==> config.mk <==
export PLATFORM = sky130hd
export DESIGN_NAME = back_ground_pattern_gen_flat
export DESIGN_NICKNAME = d
export VERILOG_FILES = /design/src/rtl/back_ground_pattern_gen_if.sv /design/src/rtl/back_ground_pattern_gen.sv /design/src/flat_wrapper.sv
export SDC_FILE = /design/constraint.sdc
export NUM_CORES = 1
export LEC_CHECK = 0
export ABC_AREA = 1
export BUFFER_PORTS_ARGS = -buffer_cell sky130_fd_sc_hd__buf_2
export CAP_MARGIN = 20
export CORE_ASPECT_RATIO = 0.8
export CORE_MARGIN = 1.5
export CORE_UTILIZATION = 52
export CTS_BUF_LIST = sky130_fd_sc_hd__clkbuf_16
export DETAILED_ROUTE_END_ITERATION = 10
export GPL_TIMING_DRIVEN = 0
export HOLD_SLACK_MARGIN = 0.08
export PLACE_DENSITY = 0.88
export SYNTH_ARGS = -nofsm -noshare
export SYNTH_HDL_FRONTEND = slang
export SYNTH_SLANG_ARGS = --single-unit
==> constraint.sdc <==
create_clock -name clk -period 2.3 [get_ports clk]
set_input_delay 0.46 -clock clk [delete_from_list [all_inputs] [get_ports clk]]
set_output_delay 0.46 -clock clk [all_outputs]
set_load 0.02 [all_outputs]
==> src/rtl/back_ground_pattern_gen_if.sv <==
// Pixel-coordinate / mode-control bundle between the VGA controller and the background generator.
interface back_ground_pattern_gen_if;
    logic [10:0] pixelX;
    logic [10:0] pixelY;
    logic        startOfFrame;
    logic [1:0]  modeReq;
    logic        modeLoad;
    logic        scrollEn;
    logic [7:0]  BG_RGB;
    logic        boardersDrawReq;
    logic [1:0]  activeMode;

    modport master (
        output pixelX, pixelY, startOfFrame, modeReq, modeLoad, scrollEn,
        input  BG_RGB, boardersDrawReq, activeMode
    );

    modport slave (
        input  pixelX, pixelY, startOfFrame, modeReq, modeLoad, scrollEn,
        output BG_RGB, boardersDrawReq, activeMode
    );
endinterface

==> src/rtl/back_ground_pattern_gen.sv <==
// Background generator: four draw modes, border band, per-frame horizontal scroll,
// and mode changes that are deferred to the next frame boundary.
module back_ground_pattern_gen #(
    parameter int unsigned X_FRAME_SIZE  = 639,
    parameter int unsigned Y_FRAME_SIZE  = 479,
    parameter int unsigned BORDER_OFFSET = 1,
    parameter int unsigned BORDER_WIDTH  = 1,
    parameter int unsigned TILE_LOG2     = 5,
    parameter int unsigned SCROLL_STEP   = 1,
    parameter logic [7:0]  BASE_COLOR    = 8'hE4,
    parameter logic [7:0]  ALT_COLOR     = 8'h1F,
    parameter logic [7:0]  BORDER_COLOR  = 8'hFC
) (
    input  logic                       clk,
    input  logic                       resetN,
    back_ground_pattern_gen_if.slave   bus
);

    localparam int unsigned COORD_W = 11;
    localparam int unsigned SUM_W   = 12;

    localparam logic [SUM_W-1:0]   X_SPAN = SUM_W'(X_FRAME_SIZE + 1);
    localparam logic [SUM_W-1:0]   STEP   = SUM_W'(SCROLL_STEP);
    localparam logic [COORD_W-1:0] X_LAST = COORD_W'(X_FRAME_SIZE);
    localparam logic [COORD_W-1:0] Y_LAST = COORD_W'(Y_FRAME_SIZE);

    // Band bounds: near edge [LO0, LO1], far edge [HI0, HI1]
    localparam logic [COORD_W-1:0] X_LO0 = COORD_W'(BORDER_OFFSET);
    localparam logic [COORD_W-1:0] X_LO1 = COORD_W'(BORDER_OFFSET + BORDER_WIDTH - 1);
    localparam logic [COORD_W-1:0] X_HI0 = COORD_W'(X_FRAME_SIZE - BORDER_OFFSET - BORDER_WIDTH + 1);
    localparam logic [COORD_W-1:0] X_HI1 = COORD_W'(X_FRAME_SIZE - BORDER_OFFSET);
    localparam logic [COORD_W-1:0] Y_LO0 = COORD_W'(BORDER_OFFSET);
    localparam logic [COORD_W-1:0] Y_LO1 = COORD_W'(BORDER_OFFSET + BORDER_WIDTH - 1);
    localparam logic [COORD_W-1:0] Y_HI0 = COORD_W'(Y_FRAME_SIZE - BORDER_OFFSET - BORDER_WIDTH + 1);
    localparam logic [COORD_W-1:0] Y_HI1 = COORD_W'(Y_FRAME_SIZE - BORDER_OFFSET);

    typedef enum logic [1:0] {
        MODE_SOLID    = 2'd0,
        MODE_CHECKER  = 2'd1,
        MODE_GRADIENT = 2'd2,
        MODE_FRAMED   = 2'd3
    } mode_e;

    mode_e               active_mode;
    mode_e               pending_mode;
    logic                pending_valid;
    logic [COORD_W-1:0]  scroll_x;
    logic [7:0]          bg_rgb;
    logic                border_req;

    logic [SUM_W-1:0]    scroll_sum;
    logic [COORD_W-1:0]  scroll_next;
    logic [SUM_W-1:0]    eff_sum;
    logic [COORD_W-1:0]  eff_x;
    logic                in_band;
    logic                off_screen;
    logic                checker_bit;
    logic [7:0]          color_next;
    logic                req_next;

    // Scroll advance and scrolled column, both wrapped by a single conditional subtract
    always_comb begin
        scroll_sum  = {1'b0, scroll_x} + STEP;
        scroll_next = (scroll_sum >= X_SPAN) ? COORD_W'(scroll_sum - X_SPAN)
                                             : COORD_W'(scroll_sum);
        eff_sum     = {1'b0, bus.pixelX} + {1'b0, scroll_x};
        eff_x       = (eff_sum >= X_SPAN) ? COORD_W'(eff_sum - X_SPAN)
                                          : COORD_W'(eff_sum);
    end

    // Pixel classification and colour selection for the coordinate presented this cycle
    always_comb begin
        off_screen  = (bus.pixelX > X_LAST) || (bus.pixelY > Y_LAST);
        in_band     = ((bus.pixelX >= X_LO0) && (bus.pixelX <= X_LO1)) ||
                      ((bus.pixelX >= X_HI0) && (bus.pixelX <= X_HI1)) ||
                      ((bus.pixelY >= Y_LO0) && (bus.pixelY <= Y_LO1)) ||
                      ((bus.pixelY >= Y_HI0) && (bus.pixelY <= Y_HI1));
        checker_bit = eff_x[TILE_LOG2] ^ bus.pixelY[TILE_LOG2];
        color_next  = BASE_COLOR;
        req_next    = 1'b0;
        unique case (active_mode)
            MODE_SOLID:    color_next = BASE_COLOR;
            MODE_CHECKER:  color_next = checker_bit ? ALT_COLOR : BASE_COLOR;
            MODE_GRADIENT: color_next = {BASE_COLOR[7:5], bus.pixelY[8:6], BASE_COLOR[1:0]};
            MODE_FRAMED:   color_next = in_band ? BORDER_COLOR : BASE_COLOR;
            default:       color_next = BASE_COLOR;
        endcase
        if (off_screen) begin
            color_next = 8'h00;
        end else begin
            req_next   = in_band;
        end
    end

    // Frame-synchronous mode commit; a load in the commit cycle stays pending
    always_ff @(posedge clk or negedge resetN) begin
        if (!resetN) begin
            active_mode   <= MODE_SOLID;
            pending_mode  <= MODE_SOLID;
            pending_valid <= 1'b0;
        end else begin
            if (bus.startOfFrame && pending_valid) begin
                active_mode   <= pending_mode;
                pending_valid <= 1'b0;
            end
            if (bus.modeLoad) begin
                pending_mode  <= mode_e'(bus.modeReq);
                pending_valid <= 1'b1;
            end
        end
    end

    always_ff @(posedge clk or negedge resetN) begin
        if (!resetN) begin
            scroll_x <= '0;
        end else if (bus.startOfFrame && bus.scrollEn) begin
            scroll_x <= scroll_next;
        end
    end

    always_ff @(posedge clk or negedge resetN) begin
        if (!resetN) begin
            bg_rgb     <= 8'hFF;
            border_req <= 1'b0;
        end else begin
            bg_rgb     <= color_next;
            border_req <= req_next;
        end
    end

    assign bus.BG_RGB          = bg_rgb;
    assign bus.boardersDrawReq = border_req;
    assign bus.activeMode      = active_mode;

endmodule

==> src/flat_wrapper.sv <==
// flat-port wrapper written by rule: the top's interface ports become plain ports
module back_ground_pattern_gen_flat 
#(
    parameter int unsigned X_FRAME_SIZE  = 639,
    parameter int unsigned Y_FRAME_SIZE  = 479,
    parameter int unsigned BORDER_OFFSET = 1,
    parameter int unsigned BORDER_WIDTH  = 1,
    parameter int unsigned TILE_LOG2     = 5,
    parameter int unsigned SCROLL_STEP   = 1,
    parameter logic [7:0]  BASE_COLOR    = 8'hE4,
    parameter logic [7:0]  ALT_COLOR     = 8'h1F,
    parameter logic [7:0]  BORDER_COLOR  = 8'hFC
)
  (clk, resetN, bus_pixelX, bus_pixelY, bus_startOfFrame, bus_modeReq, bus_modeLoad, bus_scrollEn, bus_BG_RGB, bus_boardersDrawReq, bus_activeMode);
  back_ground_pattern_gen_if bus_i ();
  input  logic clk;
  input  logic resetN;
  input wire logic [$bits(bus_i.pixelX)-1:0] bus_pixelX;
  input wire logic [$bits(bus_i.pixelY)-1:0] bus_pixelY;
  input wire logic [$bits(bus_i.startOfFrame)-1:0] bus_startOfFrame;
  input wire logic [$bits(bus_i.modeReq)-1:0] bus_modeReq;
  input wire logic [$bits(bus_i.modeLoad)-1:0] bus_modeLoad;
  input wire logic [$bits(bus_i.scrollEn)-1:0] bus_scrollEn;
  output wire logic [$bits(bus_i.BG_RGB)-1:0] bus_BG_RGB;
  output wire logic [$bits(bus_i.boardersDrawReq)-1:0] bus_boardersDrawReq;
  output wire logic [$bits(bus_i.activeMode)-1:0] bus_activeMode;
  assign bus_i.pixelX = bus_pixelX;
  assign bus_i.pixelY = bus_pixelY;
  assign bus_i.startOfFrame = bus_startOfFrame;
  assign bus_i.modeReq = bus_modeReq;
  assign bus_i.modeLoad = bus_modeLoad;
  assign bus_i.scrollEn = bus_scrollEn;
  assign bus_BG_RGB = bus_i.BG_RGB;
  assign bus_boardersDrawReq = bus_i.boardersDrawReq;
  assign bus_activeMode = bus_i.activeMode;
  back_ground_pattern_gen #(.X_FRAME_SIZE(X_FRAME_SIZE), .Y_FRAME_SIZE(Y_FRAME_SIZE), .BORDER_OFFSET(BORDER_OFFSET), .BORDER_WIDTH(BORDER_WIDTH), .TILE_LOG2(TILE_LOG2), .SCROLL_STEP(SCROLL_STEP), .BASE_COLOR(BASE_COLOR), .ALT_COLOR(ALT_COLOR), .BORDER_COLOR(BORDER_COLOR)) u_core (.clk(clk), .resetN(resetN), .bus(bus_i));
endmodule
Word-level counts from Yosys, hierarchy flattened
Index checks and enable logic that the tools add are counted. Widths: inputs -> output; s select.

$add $sub $neg: 4. Magnitude comparators: 12. Eq/ne operators: 3. Mux-type cells: 9. Bitwise operators: 1. Reductions and logical operators: 12.

Operator list (number): $pmux 8 s4 (1); $ge 12x10->1 const B (2); $ge 11x1->1 const B (2); $le 11x1->1 const B (2); $mux 8 (2); $add 11x1->12 const B (1); $add 11x11->12 (1); $ge 11x10->1 const B (1); $ge 11x9->1 const B (1); $gt 11x10->1 const B (1); $gt 11x9->1 const B (1); $le 11x10->1 const B (1); $le 11x9->1 const B (1); $mux 11 (1); $sub 11x10->11 const B (1); $logic_and 1x1->1 (6); $mux 6 (1); $sub 6x1->6 const B (1); $mux 5 (1); $eq 2x2->1 const B (2); $logic_or 1x1->1 (4); $mux 1 (3); $eq 2x1->1 const B (1); $logic_not 2->1 (1); 2 further kinds (2).

Bits in registers: 25. Bits of input ports: 29.

Logic depth before layout (Yosys ltp)
Gate-level depths: netlist of run 1.

Depth after elaboration: 8. Gate-level depth with buffers: 12. Depth with buffers taken out: 12.

Worst setup path before layout of run 1
OpenSTA, ideal clock, no wires.

Kind: input port to flip-flop. Start point: in bus_pixelX[4]. End point: reg u_core.bg_rgb[4] (netlist: u_core.bus.BG_RGB[4]). Library setup time: 0.058 ns. Arrival time: 1.360 ns. Data required time: 2.242 ns. Slack: 0.882 ns. Stages on the path: 10. Cell sequence: ha_1 -> nand2_1 -> inv_1 -> a21oi_1 -> nand3_1 -> nand2_2 -> nand2_2 -> nand3_1 -> nand2_1 -> inv_1.

Cells in the longest elaborated chain, start to end: 8. Elaborated cells between the ends (all ways): 20. Classes of those cells: 2 x add/sub; 6 x order compare; 5 x mux; 1 x bitwise; 6 x reduce/logical.

Ends and longest elaborated chain: from (decl) (RTL line flat_wrapper.sv:18) `input wire logic [$bits(bus_i.pixelX)-1:0] bus_pixelX;`; branches (longest 7 deep; another with $add 11x11->12); $mux 8 (*) (RTL line back_ground_pattern_gen.sv:88) `if (off_screen) begin`; via u_core.color_next[4] (RTL line back_ground_pattern_gen.sv:58) `logic [7:0] color_next;`; to (signal assigned) (RTL line back_ground_pattern_gen.sv:126) `bg_rgb <= color_next;`; to (decl) (RTL line back_ground_pattern_gen.sv:48) `logic [7:0] bg_rgb;`.

Mark *: on every way through the listed nets, which the timed path passes. A chain may end at the register's enable or synchronous reset.

Worst setup path after layout of run 1
Start point: reg u_core.scroll_x[3]. End point: reg u_core.bg_rgb[3] (netlist: u_core.bus.BG_RGB[3]).

Cells in the longest elaborated chain, start to end: 7. Elaborated cells between the ends (all ways): 8. Classes of those cells: 2 x add/sub; 1 x order compare; 4 x mux; 1 x bitwise.

Ends and longest elaborated chain: from (decl) (RTL line back_ground_pattern_gen.sv:47) `logic [COORD_W-1:0] scroll_x;`; from (signal assigned) (RTL line back_ground_pattern_gen.sv:117) `scroll_x <= scroll_next;`; $add 11x11->12 (*) (RTL line back_ground_pattern_gen.sv:66) `eff_sum = {1'b0, bus.pixelX} + {1'b0, scroll_x};`; $ge 12x10->1 or $sub 6x1->6 (tied branches) (RTL line back_ground_pattern_gen.sv:67) `eff_x = (eff_sum >= X_SPAN) ? COORD_W'(eff_sum - X_SPAN)`; $mux 6 (*) (RTL line back_ground_pattern_gen.sv:67); $xor 1x1->1 (*) (RTL line back_ground_pattern_gen.sv:78) `checker_bit = eff_x[TILE_LOG2] ^ bus.pixelY[TILE_LOG2];`; $mux 8 (*) (RTL line back_ground_pattern_gen.sv:83) `MODE_CHECKER: color_next = checker_bit ? ALT_COLOR : BASE_COLOR;`; $pmux 8 s4 (*) (RTL line back_ground_pattern_gen.sv:81) `unique case (active_mode)`; $mux 8 (*) (RTL line back_ground_pattern_gen.sv:88); via u_core.color_next[3] (RTL line back_ground_pattern_gen.sv:58).

Mark *: on every way through the listed nets, which the timed path passes. The rest lies on a longest branch.

==> impl_metrics.csv, run 1 <==
group,metric,value,unit
clocking,clk_latency,250,ps
global_routing,track_usage,20.1,%
sta,rsz0062_at_grt,"no",
global_routing,grt_first_pass_wirelength,3.35,mm
logic_synthesis,yosys.area.top_type,"dfrtp_1",
cells_and_area,area_growth,28.6,%
critical_path,cp_slowest_cell,"dfrtp_1",
cells_and_area,fillCellCount,164,
logic_synthesis,synth_area_leaders,"dfrtp_1 28%, nand2_1 15%, dfstp_2 12%, inv_1 10%, ha_1 5.9%",
sta,min_period,1490,ps
place,dpl.hpwl,1.64,mm
sta,fin_crit_sh,64.7,%
logic_synthesis,yosys_warnings,0,
route,ant_nets,0,
global_routing,antenna_found_initial,0,
critical_path,crit_arrival,1680,ps
cells_and_area,fin_util,71.9,%
global_routing,grt_max_degree,18,
route,wire_per_inst,9.10,um
global_routing,overflow,0,
route,post-route-drc-count,0,
critical_path,critical_path.max_stage_delay,420,ps
route,drtPass1Iterations,4,
clocking,cts_root_buf,"clkbuf_16",
clocking,cts_tree,"built",
sta,slew_violations,0,
logic_synthesis,synth_area,1070,um2
status,status,"completed",
floorplan,rows,14,
sta,finClkSkew,4.24,ps
logic_synthesis,syn_nets,184,
clocking,clk_pin_slew_worst_paths,50,ps
clocking,cts_setup_buffers,0,
sta,maxSlewHeadroom,59.2,%
route,vias,991,
clocking,cts_resized,0,
floorplan,fp.dieH,43.5,um
floorplan,io_pins,40,
cells_and_area,final_nets,228,
sta,final_hold_viol_count,0,
sta,tns,0,ps
place,place_congestion,0.740,
clocking,cts_sinks,17,
logic_synthesis,synthDistinctLibCells,20,
clocking,cts_buffers,3,
critical_path,critPathKind,"reg2reg",
cells_and_area,drive_gt1_share,30.1,%
critical_path,cp.required,2490,ps
power,ir_drop,0.660,mV
clocking,clockBufferDepth,2,
worst_hold_path,hold_class,"in2async",
power,p_leak,0.838,nW
clocking,cts_htree_levels,1,
run,max_cap_viol_count,0,
critical_path,startpoint_type,"flop",
route,routed_wl,1.98,mm
critical_path,cp-end-kind,"flop",
route,via_per_inst,4.57,
floorplan,dieArea,2330,um2
global_routing,grt_pass1_vias,925,
floorplan,start_util,55.9,%
sta,fmax,672,MHz
cells_and_area,antenna_cells,0,
critical_path,crit_chain,"ha_1, nand2_1, inv_1, a21oi_1, nand3_1, nand2_2, nand2_2, nand3_1, nand2_1, inv_1",
place,port_buffers,39,
floorplan,fp.coreArea,1910,um2
route,drt_iter0_drc,19,
power,powerDensity,815,nW/um2
logic_synthesis,syn_area_per_cell,7.12,um2
logic_synthesis,synth_seq_area_share,40.4,%
logic_synthesis,ys_ff_latch,17,
sta,worst_pin_slew,605,ps
clocking,postCtsHoldBufs,0,
logic_synthesis,netlist_instances,150,
sta,setup-violations-final,0,
critical_path,cp_max_fo,4,
floorplan,dieWidth,53.7,um
logic_synthesis,synth_top_area_share,28.1,%
-- through the flow --
stage / worst slack [ps] / hold slack [ps] / total power (W) / cells / area (um2)
2_1_floorplan: 882 / 164 / 0.000677 / 150 / 1070
3_3_place_gp: 687 / 387 / 0.000758 / 213 / 1290
3_5_place_dp: 648 / 393 / 0.000785 / 213 / 1290
4_1_cts: 811 / 122 / 0.00114 / 217 / 1370
5_1_grt: 647 / 147 / 0.00121 / 217 / 1370
6_report: 812 / 117 / 0.00112 / 217 / 1370
-- report_power, final --
group          switching [W]  internal, W  total [W]
logic               0.000196     0.000150   0.000346
registers          0.0000614     0.000367   0.000428
clock network       0.000112     0.000233   0.000344
total               0.000369     0.000750    0.00112
-- metal layers --
layer / wire length (um) / track usage, % / share of wire, % / vias to the layer above
met2: 913 / 35.3 / 46 / 27
met5: 0 / 0 / 0 / -
li1: - / - / - / 538
met1: 901 / 21.9 / 46 / 424
met4: 32 / 9.74 / 1.6 / 0
met3: 128 / 6.21 / 6.5 / 2
-- registers in the layout, summed over array words and instances, names as in the netlist --
register and cells:
u_core.bus.boardersDrawReq 1, u_core.bus.BG_RGB 5, u_core.pending_mode 2, u_core.bus.activeMode 2
u_core.scroll_x 6, u_core.pending_valid 1
-- logic make-up (layout without fill, tap and decap cells) --
kind of cell,Yosys count,in the layout,synth area share (%)
AND/OR/NAND/NOR,78,78,30.6
flip-flops,17,17,40.4
XOR/XNOR,5,5,4.10
multiplexers,1,1,1.06
AO/OA/AOI/OAI,10,10,4.92
buffers and inverters,34,77,13.0
adder cells (fa/ha/maj),5,5,5.86
-- critical path: cells and delay by family, from the launching register on --
family                   cells  cell delay, ps
flip-flops                   1             420
AND/OR/NAND/NOR              6             480
adder cells (fa/ha/maj)      1             280
buffers and inverters        2             110
AO/OA/AOI/OAI                1             150
-- cell usage in the layout (no fill, tap or decap), drive strengths merged, types with 3 or more instances in the layout --
master / Yosys / layout
ha: 5 / 5
buf: 3 / 42
dfstp: 5 / 5
clkbuf: 0 / 3
xor2: 4 / 4
inv: 31 / 31
nand3: 8 / 8
nor2: 16 / 16
dfrtp: 12 / 12
a21oi: 4 / 4
o21ai: 5 / 5
nand2: 47 / 47
nor3: 4 / 4
-- Yosys cell counts --
cell	number
buf_4	3
nand2_2	4
nand3b_1	1
nand4_1	1
o21ai_0	5
dfrtp_1	12
nor3_1	4
inv_2	2
xor2_1	4
nand2_1	43
nand3_1	8
a21o_1	1
dfstp_2	5
inv_1	29
nor4_1	1
nor2_1	16
a21oi_1	4
ha_1	5
xnor2_1	1
mux2_2	1
-- area by class of cell --
type / count / area, um2 / area share, %
flip-flops and latches: 17 / 432 / 31.4
clock inverters: 1 / 5.00 / 0.365
clock buffers: 3 / 75.1 / 5.47
multi-input cells: 99 / 497 / 36.2
inverters: 31 / 116 / 8.48
repair buffers: 39 / 195 / 14.2
well taps: 24 / 30.0 / 2.19
plain buffers: 3 / 22.5 / 1.64
-- worst paths after layout --
check                                                 start                              endpoint  slack, ps  cells after the start
hold reg to reg            u_core.pending_valid$_DFFE_PN0P_      u_core.pending_valid$_DFFE_PN0P_        490                      1
setup reg to reg             u_core.scroll_x[3]$_DFFE_PN0P_        u_core.bus.BG_RGB[3]$_DFF_PN1_        810                     10
hold / removal                                       resetN  u_core.bus.activeMode[0]$_DFFE_PN0P_        120                      1
max in group asynchronous                            resetN        u_core.bus.BG_RGB[4]$_DFF_PN1_       1880                      1
setup / recovery             u_core.scroll_x[3]$_DFFE_PN0P_        u_core.bus.BG_RGB[3]$_DFF_PN1_        810                     10
min in group clk                             bus_modeReq[1]    u_core.pending_mode[1]$_DFFE_PN0P_        410                      3
No activity file was read; power rests on OpenSTA's default activity.
==> run 2, diff against run 1 <==
ABC_AREA = 0   (was 1)
CORE_UTILIZATION = 42   (was 52)
PLACE_DENSITY = 0.78   (was 0.88)
clock period = 1.2 ns   (was 2.3 ns; I/O delays follow)
==> run 2 against run 1 <==
Compared with the run above:
- the flow now finishes with violations (negative setup slack)
- clock skew decreased by 1.2 ps
- synthesized area shrank 11%
- final cell count down 25%
- utilization decreased by 3.8 points
- count of clock-buffer cells in the layout unchanged
- fmax shrank 2.1%
==> impl_metrics.csv, run 2 <==
group,metric,value,unit
global_routing,grt_first_pass_wirelength,3.66,mm
power,power,0.00221,W
logic_synthesis,ys_top_cells_by_count,"12 x dfrtp_1, 8 x nand2_1, 7 x nor2_1",
logic_synthesis,synth_edf_count,0,
cells_and_area,largest-register,"u_core.scroll_x",
worst_hold_path,min_from,"bus_modeLoad",
place,port_buffers,39,
logic_synthesis,synth_area,945,um2
floorplan,dieArea,2540,um2
clocking,clk_pin_slew_worst_paths,50,ps
sta,tns,-1270,ps
logic_synthesis,synthArstFlopShare,100,%
critical_path,cp-end-kind,"flop",
global_routing,overflow,0,
logic_synthesis,synth_ff_type,"dfrtp_1",
sta,maxSlewHeadroom,75.6,%
status,violations,"negative setup slack",
place,place_congestion,0.752,
power,powerDensity,1520,nW/um2
clocking,cts_root_buf,"clkbuf_16",
sta,rsz0062_at_grt,"yes",
route,ant_nets,0,
clocking,clk_latency,240,ps
cells_and_area,fin_area,1460,um2
cells_and_area,final_nets,172,
global_routing,track_usage,19.0,%
route,routed_wl,2.26,mm
route,wire_per_inst,13.9,um
critical_path,startpoint_type,"flop",
place,dpl.hpwl,1.64,mm
power,p_clk_share,28.8,%
cells_and_area,area_growth,54.2,%
power,switching_power,0.000656,W
sta,fin_crit_sh,127,%
place,placed_area,1180,um2
sta,finClkSkew,3.03,ps
logic_synthesis,synth_area_leaders,"dfrtp_1 32%, dfstp_2 14%, ha_1 6.6%, mux2_2 6.0%, xnor2_1 5.6%",
power,power.internal,0.00156,W
sta,min_period,1520,ps
critical_path,cp_max_fo,3,
route,drt_iter0_drc,18,
cells_and_area,largest_register_ffs,6,
floorplan,rows,15,
power,ir_drop,1.20,mV
global_routing,grt_max_degree,18,
cells_and_area,final_cell_mix,"26 x buf_2, 16 x buf_6, 12 x dfrtp_1, 8 x nand2_1",
floorplan,io_pins,40,
critical_path,crit_arrival,1700,ps
floorplan,start_util,44.2,%
status,status,"complete, but fails checks",
critical_path,reg2reg_from,"u_core.scroll_x[2]$_DFFE_PN0P_",
sta,layout_setup_ws,-319,ps
route,post-route-drc-count,0,
route,vias,870,
floorplan,dieWidth,56.0,um
floorplan,fp.dieH,45.4,um
power,pwr-share-seq,37.9,%
cells_and_area,antenna_cells,0,
sta,worst_pin_slew,366,ps
clocking,cts_buffers,3,
power,p_leak,0.648,nW
sta,final_hold_viol_count,0,
clocking,cts_sinks,17,
logic_synthesis,synthDistinctLibCells,30,
cells_and_area,drive_gt1_share,51.8,%
power,swShare,29.6,%
logic_synthesis,synth_most_common_cell,"dfrtp_1",
global_routing,antenna_found_initial,0,
route,via_per_inst,5.37,
worst_hold_path,hold_class,"in2reg",
clocking,cts_htree_levels,1,
global_routing,grt_pass1_vias,857,
logic_synthesis,synth_seq_area_share,45.7,%
critical_path,critPathKind,"reg2reg",
cells_and_area,final_common_cell,"buf_2",
critical_path,worstSetupStartpoint,"u_core.scroll_x[2]$_DFFE_PN0P_",
sta,fmax,658,MHz
logic_synthesis,syn_nets,123,
route,drtPass1Iterations,4,
logic_synthesis,syn_area_per_cell,10.6,um2
run,max_cap_viol_count,0,
logic_synthesis,yosys.area.top_type,"dfrtp_1",
logic_synthesis,synth_top_area_share,31.8,%
sta,slew_violations,0,
sta,setup-violations-final,6,
critical_path,cp.required,1390,ps
clocking,cts_tree,"built",
power,combPwrFrac,33.3,%
clocking,clockBufferDepth,2,
floorplan,fp.coreArea,2140,um2
logic_synthesis,yosys_warnings,0,
logic_synthesis,netlist_instances,89,
logic_synthesis,ys_ff_latch,17,
-- run 2: changes by cell type in the layout (fill, tap and decap cells not counted), moves of 5 or more --
cell and change:
nor2_1 -10, buf_2 -13, nand2_1 -35, xnor2_1 +5
inv_1 -26, nand4_1 +5, buf_6 +16
-- run 2: cell type report --
cell class,count,area [um2]
Buffer,2,22.5
Clock inverter,1,3.75
Multi-Input combinational cell,66,553
Sequential cell,17,432
Tap cell,25,31.3
Clock buffer,3,75.1
Inverter,3,11.3
Timing Repair Buffer,45,328
Fill cell,173,683
-- run 2: repair_timing --
action,CTS,global route
resized for setup,18,14
endpoints found under the setup margin,8,11
cloned,0,0
endpoints found under the hold margin,12,0
hold buffers,1,0
setup buffers,3,2
pin swaps,8,12
-- run 2: stage by stage --
step | util (%) | setup slack [ps] | std cells | hold slack, ps
2_1_floorplan | - | -233 | 89 | -55.6
3_3_place_gp | 55.4 | -426 | 153 | 166
3_5_place_dp | 55.4 | -467 | 153 | 170
4_1_cts | 64.0 | -333 | 160 | 215
5_1_grt | 68.1 | -405 | 162 | 237
6_report | 68.1 | -319 | 162 | 216
-- run 2: final timing paths --
check / to / slack (ps) / depth (start not counted)
max in group asynchronous: u_core.bus.BG_RGB[1]$_DFF_PN1_ / 460 / 2
worst min register to register: u_core.pending_valid$_DFFE_PN0P_ / 470 / 1
worst max-delay path: u_core.bus.BG_RGB[4]$_DFF_PN1_ / -320 / 6
min in group asynchronous: u_core.bus.activeMode[1]$_DFFE_PN0P_ / 440 / 2
worst min-delay path: u_core.pending_valid$_DFFE_PN0P_ / 220 / 2
worst max register to register: u_core.bus.BG_RGB[4]$_DFF_PN1_ / -320 / 6
-- run 2: power by group through the flow --
stage / clock network (W) / logic (W) / registers, W
after floorplan: 0 / 0.000329 / 0.000849
after global placement: 0 / 0.000477 / 0.000855
after detailed placement: 0 / 0.000505 / 0.000865
after CTS: 0.000661 / 0.000661 / 0.000833
after global routing: 0.000672 / 0.000832 / 0.000861
final: 0.000638 / 0.000737 / 0.000838
-- run 2: routing by layer --
metal / track usage [%] / wire length (um) / vias to the layer above
met5: 0 / 0 / -
met4: 4.29 / 19 / 0
met3: 4.55 / 171 / 3
met2: 36.9 / 1210 / 30
met1: 21.6 / 856 / 419
li1: - / - / 418
-- run 2: logic make-up after synthesis --
| kind of cell | after synthesis | share of synthesized area (%) |
|---|---|---|
| compound gates | 10 | 9.40 |
| xor+xnor | 7 | 6.49 |
| fa+ha+maj | 5 | 6.62 |
| buf+inv | 6 | 3.58 |
| flops | 17 | 45.7 |
| mux | 5 | 5.96 |
| simple gates | 39 | 22.3 |
-- run 2: worst max-delay path: stages (launching register included) --
cell	delay, ps
dfrtp_1	410
ha_4	280
nand4_1	100
a21o_1	190
a211oi_2	270
o21ai_2	130
nand3_1	90
==> run 3, diff against run 2 <==
REMOVE_ABC_BUFFERS = 1   (was not set)
TNS_END_PERCENT = 20   (was not set)
==> run 3 against run 2 <==
Compared with the run above:
- the flow still finishes with violations (negative setup slack)
- critical endpoint is now u_core.bus.BG_RGB[3]$_DFF_PN1_
- utilization fell by 8.4 points
- non-clock buffer count fell by 5
- largest cell class unchanged
- sequential power barely moved
- combinational power fell by 19%
- clock power rose by 3%
- final cell count fell by 3.1%
==> impl_metrics.csv, run 3 (synthesis results as in run 2) <==
group,metric,value,unit
sta,fin_crit_sh,126,%
sta,setup-violations-final,5,
sta,tns,-1210,ps
critical_path,rr_endpoint,"u_core.bus.BG_RGB[3]$_DFF_PN1_",
route,drt_iter0_drc,14,
cells_and_area,fillCellCount,178,
floorplan,fp.dieH,45.4,um
place,placed_area,1150,um2
power,power,0.00210,W
floorplan,rows,15,
floorplan,dieArea,2540,um2
power,ir_drop,1.01,mV
sta,slew_violations,0,
route,drtPass1Iterations,4,
critical_path,ff2ff_path_depth,6,
floorplan,fp.coreArea,2140,um2
sta,worst_pin_slew,374,ps
critical_path,reg2reg_from,"u_core.scroll_x[2]$_DFFE_PN0P_",
sta,final_hold_viol_count,0,
critical_path,cp_slowest_cell,"dfrtp_1",
clocking,clockBufferDepth,2,
route,wire_per_inst,13.7,um
route,vias,855,
worst_hold_path,hold_class,"in2reg",
clocking,clk_pin_slew_worst_paths,50,ps
global_routing,grt_max_degree,18,
route,via_per_inst,5.45,
critical_path,cp.required,1360,ps
sta,min_period,1520,ps
critical_path,cp_top_family,"simple AND/OR/NAND/NOR gates",
route,ant_nets,0,
clocking,cts_tree,"built",
floorplan,start_util,44.2,%
critical_path,startpoint_type,"flop",
power,powerDensity,1640,nW/um2
global_routing,grt_pass1_vias,890,
worst_hold_path,min_from,"bus_modeLoad",
sta,fmax,660,MHz
critical_path,critical_path.max_stage_delay,370,ps
cells_and_area,fin_area,1280,um2
sta,layout_setup_ws,-316,ps
clocking,clk_latency,250,ps
floorplan,dieWidth,56.0,um
route,post-route-drc-count,0,
worst_hold_path,min_to,"u_core.pending_valid$_DFFE_PN0P_",
sta,maxSlewHeadroom,75.1,%
critical_path,cp-end-kind,"flop",
status,violations,"negative setup slack",
critical_path,rrSetupSlack,-320,ps
cells_and_area,drive_gt1_share,46.2,%
cells_and_area,final_nets,167,
route,routed_wl,2.15,mm
global_routing,grt_first_pass_wirelength,3.64,mm
cells_and_area,largest_register_ffs,6,
run,max_cap_viol_count,0,
global_routing,track_usage,18.8,%
critical_path,critPathBufInv,0,
clocking,cts_htree_levels,1,
global_routing,antenna_found_initial,0,
critical_path,critPathKind,"reg2reg",
cells_and_area,final_cell_mix,"36 x buf_2, 12 x dfrtp_1, 8 x nand2_1",
cells_and_area,area_growth,35.1,%
place,port_buffers,39,
floorplan,io_pins,40,
clocking,cts_sinks,17,
sta,rsz0062_at_grt,"yes",
global_routing,overflow,0,
worst_hold_path,hold_depth,2,
critical_path,crit_chain,"ha_1, nand4_1, a21o_1, and4b_1, o21ai_2, nand3_1",
critical_path,crit_arrival,1680,ps
place,place_congestion,0.735,
status,status,"complete, but fails checks",
cells_and_area,final_common_cell,"buf_2",
clocking,cts_buffers,3,
critical_path,cp_max_fo,3,
clocking,cts_root_buf,"clkbuf_16",
place,dpl.hpwl,1.61,mm
power,p_leak,0.595,nW
cells_and_area,antenna_cells,0,
cells_and_area,largest-register,"u_core.scroll_x",
sta,finClkSkew,5.70,ps
run 3: cell type report:
| type | count | area [um2] | area share (%) |
|---|---|---|---|
| Clock buffer | 3 | 75.1 | 5.88 |
| Clock inverter | 1 | 3.75 | 0.294 |
| Timing Repair Buffer | 42 | 228 | 17.8 |
| Tap cell | 25 | 31.3 | 2.45 |
| Sequential cell | 17 | 432 | 33.8 |
| Multi-Input combinational cell | 66 | 495 | 38.8 |
| Inverter | 3 | 11.3 | 0.882 |
run 3: power breakdown:
part	internal, W	leakage [nW]	switching, W
logic	0.000307	0.356	0.000292
clock network	0.000442	0.0423	0.000215
registers	0.000707	0.197	0.000135
run 3: routing by layer:
metal,GRT usage [%],vias up,part of all wire (%)
met4,7.62,0,0.61
li1,-,411,-
met1,22.0,414,42
met3,4.83,2,6.5
met2,33.9,28,51
met5,0,-,0
run 3: worst max path at each step:
stage	start	to	cells past startpoint	slack [ps]
2_1_floorplan	u_core.scroll_x[2]$_DFFE_PN0P_	u_core.bus.BG_RGB[4]$_DFF_PN1_	6	-260
3_3_place_gp	bus_pixelY[8]	u_core.bus.BG_RGB[3]$_DFF_PN1_	6	-470
3_5_place_dp	bus_pixelX[5]	u_core.bus.BG_RGB[4]$_DFF_PN1_	6	-480
4_1_cts	u_core.scroll_x[2]$_DFFE_PN0P_	u_core.bus.BG_RGB[4]$_DFF_PN1_	6	-320
5_1_grt	u_core.scroll_x[2]$_DFFE_PN0P_	u_core.bus.BG_RGB[4]$_DFF_PN1_	6	-380
6_report	u_core.scroll_x[2]$_DFFE_PN0P_	u_core.bus.BG_RGB[3]$_DFF_PN1_	6	-320
run 3: what timing repair did:
item,4_1_cts,5_1_grt
hold endpoints to repair,12,0
hold buffers,1,0
resized for setup,2,5
setup buffers,2,0
gates cloned,0,0
setup endpoints to repair,5,9
run 3: through the flow:
step / instances / utilization, % / worst slack (ps) / hold slack [ps]
finish: 157 / 59.6 / -316 / 216
global route: 157 / 59.6 / -382 / 234
floorplan: 86 / - / -263 / -55.6
global placement: 150 / 53.7 / -466 / 166
CTS: 157 / 58.9 / -324 / 213
detailed placement: 150 / 53.7 / -476 / 172
run 3: worst register-to-register path, cell delays in order (launching register included):
cell	delay, ps
dfrtp_1	370
ha_1	290
nand4_1	90
a21o_1	200
and4b_1	210
o21ai_2	170
nand3_1	100
